## src/rtl/uart_tx_arbiter_pkg.sv

```systemverilog
// Shared types and response codes for the UART transmit-path arbiter.
package uart_tx_arbiter_pkg;

  typedef enum logic [1:0] {IDLE, SEND, WAIT, GAP} tx_arb_state_t;

  localparam logic [7:0] RESP_DONE = 8'hA5;
  localparam logic [7:0] RESP_BUSY = 8'h5A;

  // Index width that stays at least one bit wide for tiny requester counts.
  function automatic int idx_w(input int n);
    return (n > 1) ? $clog2(n) : 1;
  endfunction

endpackage

```

## src/rtl/uart_tx_arbiter_if.sv

```systemverilog
// Requester and UART_wrapper signals of the transmit arbiter; slave = arbiter side.
interface uart_tx_arbiter_if #(
  parameter int N_REQ = 3
);
  logic [N_REQ-1:0]   req;
  logic [8*N_REQ-1:0] req_byte;
  logic [N_REQ-1:0]   ack;
  logic               trmt;
  logic [7:0]         tx_data;
  logic               tx_done;
  logic               busy;
  logic               timeout;

  modport master (output req, req_byte, tx_done,
                  input  ack, trmt, tx_data, busy, timeout);
  modport slave  (input  req, req_byte, tx_done,
                  output ack, trmt, tx_data, busy, timeout);
endinterface

```

## src/rtl/uart_tx_arbiter_rr.sv

```systemverilog
// Combinational round-robin picker with optional fixed priority for requester 0.
module rr_arbiter
  import uart_tx_arbiter_pkg::*;
#(
  parameter int  N_REQ = 3,
  parameter bit  PRIO0 = 1'b1,
  localparam int IW    = idx_w(N_REQ)
) (
  input  logic [N_REQ-1:0] i_req,
  input  logic [IW-1:0]    i_rr_ptr,
  output logic [N_REQ-1:0] o_grant,
  output logic [IW-1:0]    o_idx,
  output logic             o_valid
);

  logic [IW:0]   w_sum;
  logic [IW-1:0] w_pos;
  logic          w_found;

  always_comb begin
    o_grant = '0;
    o_idx   = '0;
    o_valid = |i_req;
    w_found = 1'b0;
    w_sum   = '0;
    w_pos   = '0;
    if (PRIO0 && i_req[0]) begin
      o_grant[0] = 1'b1;
      w_found    = 1'b1;
    end
    // Walk cyclically from the pointer; the first set bit wins.
    for (int k = 0; k < N_REQ; k++) begin
      w_sum = {1'b0, i_rr_ptr} + (IW+1)'(k);
      if (w_sum >= (IW+1)'(N_REQ)) w_sum = w_sum - (IW+1)'(N_REQ);
      w_pos = w_sum[IW-1:0];
      if (!w_found && i_req[w_pos]) begin
        o_grant[w_pos] = 1'b1;
        o_idx          = w_pos;
        w_found        = 1'b1;
      end
    end
  end

endmodule

```

## src/rtl/uart_tx_arbiter.sv

```systemverilog
// Shares the UART transmit path among N_REQ byte sources, paced by an inter-byte gap.
// States: IDLE pick winner | SEND trmt+ack | WAIT tx_done or timeout | GAP pacing.
module uart_tx_arbiter
  import uart_tx_arbiter_pkg::*;
#(
  parameter int N_REQ   = 3,
  parameter bit PRIO0   = 1'b1,
  parameter int GAP_CYC = 16,
  parameter int TO_CYC  = 2**20
) (
  input logic              clk,
  input logic              rst,
  uart_tx_arbiter_if.slave bus
);

  localparam int IW = idx_w(N_REQ);
  localparam int TW = $clog2(TO_CYC + 1);
  localparam int GW = $clog2(GAP_CYC + 1);

  tx_arb_state_t    r_state;
  logic [IW-1:0]    r_rr_ptr;
  logic [IW-1:0]    r_winner;
  logic [N_REQ-1:0] r_grant;
  logic [N_REQ-1:0] r_ack;
  logic [7:0]       r_tx_data;
  logic             r_trmt;
  logic             r_busy;
  logic             r_timeout;
  logic [TW-1:0]    r_to_cnt;
  logic [GW-1:0]    r_gap_cnt;

  logic [N_REQ-1:0] w_grant;
  logic [IW-1:0]    w_idx;
  logic             w_valid;
  logic [7:0]       w_byte;

  rr_arbiter #(.N_REQ(N_REQ), .PRIO0(PRIO0)) u_rr (
    .i_req    (bus.req),
    .i_rr_ptr (r_rr_ptr),
    .o_grant  (w_grant),
    .o_idx    (w_idx),
    .o_valid  (w_valid)
  );

  always_comb begin
    w_byte = 8'h00;
    for (int k = 0; k < N_REQ; k++) begin
      if (w_idx == IW'(k)) w_byte = bus.req_byte[8*k +: 8];
    end
  end

  always_ff @(posedge clk or posedge rst) begin
    if (rst) begin
      r_state   <= IDLE;
      r_rr_ptr  <= '0;
      r_winner  <= '0;
      r_grant   <= '0;
      r_ack     <= '0;
      r_tx_data <= 8'h00;
      r_trmt    <= 1'b0;
      r_busy    <= 1'b0;
      r_timeout <= 1'b0;
      r_to_cnt  <= '0;
      r_gap_cnt <= '0;
    end else begin
      r_trmt    <= 1'b0;
      r_ack     <= '0;
      r_timeout <= 1'b0;
      case (r_state)
        IDLE: begin
          if (w_valid) begin
            r_winner  <= w_idx;
            r_grant   <= w_grant;
            r_tx_data <= w_byte;
            r_busy    <= 1'b1;
            r_state   <= SEND;
          end
        end
        SEND: begin
          r_trmt   <= 1'b1;
          r_ack    <= r_grant;
          r_rr_ptr <= (r_winner == IW'(N_REQ-1)) ? '0 : r_winner + 1'b1;
          r_to_cnt <= '0;
          r_state  <= WAIT;
        end
        WAIT: begin
          // A tx_done on the expiry cycle takes precedence over the timeout.
          if (bus.tx_done) begin
            r_gap_cnt <= '0;
            r_state   <= GAP;
          end else if (r_to_cnt == TW'(TO_CYC-1)) begin
            r_timeout <= 1'b1;
            r_gap_cnt <= '0;
            r_state   <= GAP;
          end else begin
            r_to_cnt <= r_to_cnt + 1'b1;
          end
        end
        GAP: begin
          if (r_gap_cnt == GW'(GAP_CYC-1)) begin
            r_busy  <= 1'b0;
            r_state <= IDLE;
          end else begin
            r_gap_cnt <= r_gap_cnt + 1'b1;
          end
        end
        default: r_state <= IDLE;
      endcase
    end
  end

  assign bus.ack     = r_ack;
  assign bus.trmt    = r_trmt;
  assign bus.tx_data = r_tx_data;
  assign bus.busy    = r_busy;
  assign bus.timeout = r_timeout;

endmodule
```

## src/flat_wrapper.sv

```systemverilog
// flat-port wrapper written by rule: the top's interface ports become plain ports
module uart_tx_arbiter_flat import uart_tx_arbiter_pkg::*;
#(
  parameter int N_REQ   = 3,
  parameter bit PRIO0   = 1'b1,
  parameter int GAP_CYC = 16,
  parameter int TO_CYC  = 2**20
)
  (clk, rst, bus_req, bus_req_byte, bus_tx_done, bus_ack, bus_trmt, bus_tx_data, bus_busy, bus_timeout);
  uart_tx_arbiter_if #(.N_REQ(N_REQ)) bus_i ();
  input logic clk;
  input logic rst;
  input wire logic [$bits(bus_i.req)-1:0] bus_req;
  input wire logic [$bits(bus_i.req_byte)-1:0] bus_req_byte;
  input wire logic [$bits(bus_i.tx_done)-1:0] bus_tx_done;
  output wire logic [$bits(bus_i.ack)-1:0] bus_ack;
  output wire logic [$bits(bus_i.trmt)-1:0] bus_trmt;
  output wire logic [$bits(bus_i.tx_data)-1:0] bus_tx_data;
  output wire logic [$bits(bus_i.busy)-1:0] bus_busy;
  output wire logic [$bits(bus_i.timeout)-1:0] bus_timeout;
  assign bus_i.req = bus_req;
  assign bus_i.req_byte = bus_req_byte;
  assign bus_i.tx_done = bus_tx_done;
  assign bus_ack = bus_i.ack;
  assign bus_trmt = bus_i.trmt;
  assign bus_tx_data = bus_i.tx_data;
  assign bus_busy = bus_i.busy;
  assign bus_timeout = bus_i.timeout;
  uart_tx_arbiter #(.N_REQ(N_REQ), .PRIO0(PRIO0), .GAP_CYC(GAP_CYC), .TO_CYC(TO_CYC)) u_core (.clk(clk), .rst(rst), .bus(bus_i));
endmodule
```

## config.mk

```make
export PLATFORM = sky130hd
export DESIGN_NAME = uart_tx_arbiter_flat
export DESIGN_NICKNAME = d
export VERILOG_FILES = /design/src/rtl/uart_tx_arbiter_pkg.sv /design/src/rtl/uart_tx_arbiter_if.sv /design/src/rtl/uart_tx_arbiter_rr.sv /design/src/rtl/uart_tx_arbiter.sv /design/src/flat_wrapper.sv
export SDC_FILE = /design/constraint.sdc
export NUM_CORES = 1
export LEC_CHECK = 0
export ABC_AREA = 1
export ABC_CLOCK_PERIOD_IN_PS = 2020
export CORE_UTILIZATION = 30
export CTS_CLUSTER_DIAMETER = 30
export DETAILED_ROUTE_END_ITERATION = 7
export GPL_ROUTABILITY_DRIVEN = 0
export SKIP_LAST_GASP = 1
export SLEW_MARGIN = 20
export SYNTH_ARGS = -nofsm -noshare
export SYNTH_HDL_FRONTEND = slang
export SYNTH_SLANG_ARGS = --single-unit
```

## constraint.sdc

```tcl
create_clock -name clk -period 2.02 [get_ports clk]
set_input_delay 0.606 -clock clk [delete_from_list [all_inputs] [get_ports clk]]
set_output_delay 0.606 -clock clk [all_outputs]
set_load 0.01 [all_outputs]
```

After elaboration in Yosys (flattened, before gate mapping) --
Cells that the tools add are included.
Word-level totals: bits of input ports 30, bits in latches 0, ROM bits 0, bits in writable memories 0, word-level logic and storage cells 113, memories 0, register bits 49, output and inout port bits 14
Operators by class: multipliers 0, muxes and demuxes 48, bitwise operators 3, add/subtract/negate cells 8, shifts and indexed selects 0, eq/ne operators 14, divide/modulo/power cells 0, order comparisons 9, reduce and logical (&&, ||, !) cells 20
Operator list (number):
- 2-to-1 mux 21 bit | 2
- case mux 21 bit (2 select lines) | 1
- 2-to-1 mux 8 bit | 3
- 2-to-1 mux 2 bit | 11
- adder 21 x 1 -> 21 bit (second input constant) | 1
- == test 21 x 20 -> 1 bit (second input constant) | 1
- 2-to-1 mux 1 bit | 15
- 2-to-1 mux 5 bit | 3
- 2-to-1 mux 3 bit | 4
- AND reduction 3 bit | 4
- case mux 5 bit (2 select lines) | 1
- less-than comparator 2 x 3 -> 1 bit (second input constant) | 3
- == test 2 bit (second input constant) | 4
- inequality test 2 bit (second input constant) | 4
- case mux 2 bit (4 select lines) | 1
- binary-select mux 1 bit (select 2 bit) | 3
- demux 1 bit (select 2 bit) | 3
- greater-or-equal comparator 2 x 1 -> 1 bit (second input constant) | 3
- greater-or-equal comparator 3 x 2 -> 1 bit (second input constant) | 2
- logical AND 1 bit | 6
- OR 3 bit | 2
- nonzero test 2 bit | 3
- subtractor 2 bit (second input constant) | 3
- adder 5 x 1 -> 5 bit (second input constant) | 1
- 14 further kinds | 18

Depth between registers and ports, before layout --
depth after elaboration 16, mapped depth 15, depth with buffers taken out 15

Hierarchy --
A second synthesis with hierarchy kept.
Unflattened totals: cell total of the unflattened synthesis 434, area, all modules 3070.4 um2
By module, submodules not included:
- uart_tx_arbiter | cells an instance 381, sequential area each 1226.2 um2, times used 1, area each 2787.7 um2
- rr_arbiter | cells an instance 53, sequential area each 0.0 um2, times used 1, area each 282.8 um2

Worst setup path before layout --
Ideal clock, no wire load.
path kind register -> register, start point reg u_core.r_rr_ptr[0], end point reg u_core.r_tx_data[7] (netlist: u_core.bus.tx_data[7]), data arrival time 1768 ps, clock period less this slack 1887 ps, required time 1902 ps, path buffers 0, setup time 118 ps, slack 133 ps, cell stages (with the launch flop) 15, cells stage by stage dfrtp_1 inv_1 ha_1 inv_2 nand2_1 nand2_1 nand3_1 nand2_1 nor3_1 nor2_2 inv_2 nand2_1 nand2_1 nor2_1 nor2_1
On the way: word-level cells in the longest chain between the ends 16, elaborated cells between the ends (all ways) 33, classes of those cells add/sub: 5; order compare: 3; eq/ne: 2; mux: 17; reduce/logical: 6
RTL lines:
- start: declaration | RTL line uart_tx_arbiter.sv:21 | logic [IW-1:0] r_rr_ptr;
- start signal: assignment | RTL line uart_tx_arbiter.sv:82 | r_rr_ptr <= (r_winner == IW'(N_REQ-1)) ? '0 : r_winner + 1'b1;
- parallel branches: the longest is 11 deep, another holds adder 2 x 1 -> 3 bit
- 2-to-1 mux 2 bit * | RTL line uart_tx_arbiter_rr.sv:36 | if (!w_found && i_req[w_pos]) begin
- logical NOT 2 bit | RTL line uart_tx_arbiter.sv:48 | if (w_idx == IW'(k)) w_byte = bus.req_byte[8*k +: 8];
- 2-to-1 mux 8 bit (2 in a row) | RTL line uart_tx_arbiter.sv:48
- 2-to-1 mux 8 bit * | RTL line uart_tx_arbiter.sv:48
- end signal: assignment | RTL line uart_tx_arbiter.sv:74 | r_tx_data <= w_byte;
- end: declaration | RTL line uart_tx_arbiter.sv:25 | logic [7:0] r_tx_data;
Mark *: on every way between the ends. The select of a mux whose other input is x is not followed. A chain may end at the register's enable or synchronous reset.

Final worst setup path --
Same ends and word-level chain as after synthesis.

==> results.sh <==
export IMPL_dp_cells=591
export IMPL_dp_hpwl_um=4910
export IMPL_setup_viol=0
export IMPL_leakage_nw=1.89
export IMPL_finalClockSkew_ns=0.00697
export IMPL_clk_path_buf_depth=2
export IMPL_io_buffers=43
export IMPL_die_h_um=101
export IMPL_post_place_ws_ns=-0.364
export IMPL_final_cells=605
export IMPL_powerDensity_nw_per_um2=1110
export IMPL_yosys_top_cells_area="dfrtp_1 42%, nand2_1 15%, nor2_1 5.9%"
export IMPL_yosysTopAreaCell="dfrtp_1"
export IMPL_avgSynthCellArea_um2=7.46
export IMPL_cap_violations=0
export IMPL_dieArea_um2=10100
export IMPL_detail_route_antenna_nets=0
export IMPL_critPathRequiredTime_ns=2.22
export IMPL_grt_overflow=0
export IMPL_ys_flop_type="dfrtp_1"
export IMPL_cts_sinks=49
export IMPL_slew_headroom=0.739
export IMPL_clk_latency_ns=0.30
export IMPL_cts_reportedPaths_clkPinSlew_ns=0.09
export IMPL_vias_per_cell=4.57
export IMPL_grt_pass1_vias=2737
export IMPL_final_util=0.434
export IMPL_firstDrtPassIters=4
export IMPL_async_flop_share=1.00
export IMPL_cts_root_buf="clkbuf_8"
export IMPL_yosysSeqAreaShare=0.420
export IMPL_critPathLaunchType="flip-flop"
export IMPL_cp_max_fo=5
export IMPL_ioPinCount=44
export IMPL_cts_inserted_buffers=5
export IMPL_min_from="u_core.bus.tx_data[1]$_DFFE_PP0P_"
export IMPL_grt_antenna_before_repair=0
export IMPL_syn_inst=391
export IMPL_r2r_start="u_core.r_rr_ptr[0]$_DFFE_PP0P_"
export IMPL_end_kind="flip-flop"
export IMPL_fillers=904
export IMPL_ys_ff_latch=49
export IMPL_rsz0062_at_grt="true"
export IMPL_netlist_area_um2=2920
export IMPL_synth_edf_count=0
export IMPL_period_needed_ns=1.97
export IMPL_hold_ws_ns=0.480
export IMPL_cts_tree="built"
export IMPL_dieWidth_um=101
export IMPL_ys_warn_count=0
export IMPL_setup_worst_path_start="u_core.r_rr_ptr[0]$_DFFE_PP0P_"
export IMPL_grt_max_degree=50
export IMPL_drt_iter0_markers=65
export IMPL_wire_per_inst_um=11.3
export IMPL_max_freq_mhz=507
export IMPL_ys_top_cells_by_count="115 x nand2_1, 49 x dfrtp_1, 46 x nor2_1"
export IMPL_peakVddDrop_uv=495
export IMPL_gr_usage_all_layers=0.143
export IMPL_fin_nets=516
export IMPL_finalHoldViolations=0
export IMPL_cp_arrival_ns=2.17
export IMPL_antennaDiodeCount=0
export IMPL_syn2layout_area_growth_pct=38.8
export IMPL_syn_nets=432
export IMPL_vias=2765
export IMPL_drt_wl_total_um=6830
export IMPL_crit_type="reg2reg"
export IMPL_grt_first_pass_wirelength_um=11800
export IMPL_drc_errors=0
export IMPL_status="finished, final reports clean"
export IMPL_htree_levels=2
export IMPL_period_share=0.976
export IMPL_start_util=0.313
export IMPL_worst_slew_pin_slew_ns=0.387
export IMPL_core_um2=9330
export IMPL_yosysMostFrequentCell="nand2_1"
export IMPL_slew_viol_final=0
export IMPL_ys_types=33
export IMPL_rows=35
export IMPL_setup_ws_ns=0.0484
export IMPL_drive_gt1_frac=0.197
export IMPL_hold_class="reg2reg"
export IMPL_fin_total_pwr_mw=4.50
export IMPL_synth_top_area_share=0.420
## cell usage in the layout, fill, tap and decap left out, types with 3 or more instances in the layout
master	Yosys	routed
nand2_1	115	108
dfrtp_1	49	48
nor2_1	46	44
clkdlybuf4s50_1	0	41
buf_4	0	38
inv_1	40	34
nand3_1	29	24
nand4_1	13	13
a21oi_1	10	10
nand2_2	3	9
o31ai_1	11	9
o21ai_0	10	9
inv_2	3	8
ha_1	11	7
xnor2_1	6	6
xor2_1	6	6
o21ai_1	5	6
nor2_4	2	5
clkbuf_8	0	5
nor3_1	6	4
nand3_2	0	4
or2_2	4	4
nor3_4	1	3
nand2_4	2	3
ha_4	0	3
## worst max-delay path, stage by stage, from the launching register on
cell,delay [ns]
dfrtp_1,0.45
inv_2,0.10
ha_4,0.31
inv_4,0.05
nand2_2,0.07
nand2_2,0.06
nand3_2,0.09
nand2_4,0.08
nor3_4,0.22
nor2_4,0.07
buf_4,0.13
nand3_1,0.07
nand2_1,0.05
nor2_1,0.08
nor2_1,0.04
## report_power, final
group          internal [mW]  switching [mW]  total (mW)
sequential              1.23           0.172        1.40
clock                  0.246           0.328       0.574
combinational           1.14            1.38        2.52
total                   2.62            1.88        4.50
## path summary, 6_finish.rpt
check | endpoint | slack (ns) | cells after the start
max | u_core.bus.tx_data[7]$_DFFE_PP0P_ | 0.05 | 14
min | u_core.bus.tx_data[1]$_DFFE_PP0P_ | 0.48 | 2
max reg2reg | u_core.bus.tx_data[7]$_DFFE_PP0P_ | 0.05 | 14
min reg2reg | u_core.bus.tx_data[1]$_DFFE_PP0P_ | 0.48 | 2
max in group asynchronous | u_core.r_rr_ptr[1]$_DFFE_PP0P_ | 1.12 | 3
min in group asynchronous | u_core.r_to_cnt[19]$_DFFE_PP0P_ | 0.65 | 3
## metrics by stage
step | area (um^2) | TNS, ns
5_1_grt | 4050 | -0.712
3_5_place_dp | 3760 | -3.89
6_report | 4050 | 0
3_3_place_gp | 3760 | -3.43
4_1_cts | 3900 | 0
2_1_floorplan | 2920 | 0
## cell type report
class | instances | area (um^2) | share of cell area
inverter | 45 | 173 | 0.0426
sequential | 49 | 1230 | 0.303
multi-input combinational | 290 | 1630 | 0.403
tap | 129 | 161 | 0.0399
clock inverter | 1 | 7.51 | 0.00185
timing repair buffer | 84 | 772 | 0.191
clock buffer | 7 | 76.3 | 0.0189
## state kept, by name, summed over array words and instances, names as in the netlist
| name | count |
|---|---|
| u_core.r_to_cnt | 21 |
| u_core.r_rr_ptr | 2 |
| u_core.bus.tx_data | 8 |
| u_core.r_grant | 3 |
| u_core.bus.ack | 3 |
| u_core.r_state | 2 |
| u_core.r_gap_cnt | 5 |
| u_core.bus.timeout | 1 |
| u_core.r_winner | 2 |
| u_core.bus.trmt | 1 |
| u_core.bus.busy | 1 |
## cell families (layout without fill, tap and decap cells)
| logic type | after synthesis | after routing | share of synthesized area |
|---|---|---|---|
| flops | 49 | 49 | 0.420 |
| fa+ha+maj | 11 | 11 | 0.0472 |
| buf+inv | 52 | 137 | 0.0712 |
| compound gates | 40 | 40 | 0.0806 |
| simple gates | 227 | 227 | 0.345 |
| xor+xnor | 12 | 12 | 0.0360 |
## per-layer routing
layer / vias up / wire length (um) / GRT usage / part of all wire
met4: 0 / 118 / 0.0412 / 0.017
met2: 64 / 3130 / 0.238 / 0.46
li1: 1421 / - / - / -
met1: 1268 / 3220 / 0.181 / 0.47
met5: - / 0 / 0 / 0
met3: 12 / 364 / 0.0402 / 0.053
## repair_timing
action                     CTS  global route
hold endpoints to repair     0             0
hold buffers                 0             0
resized for setup            8            34
setup endpoints to repair    9            18
pin swaps                    1             8
setup buffers                2             4
cloned                       0             0
No activity file was read; power rests on OpenSTA's default activity.
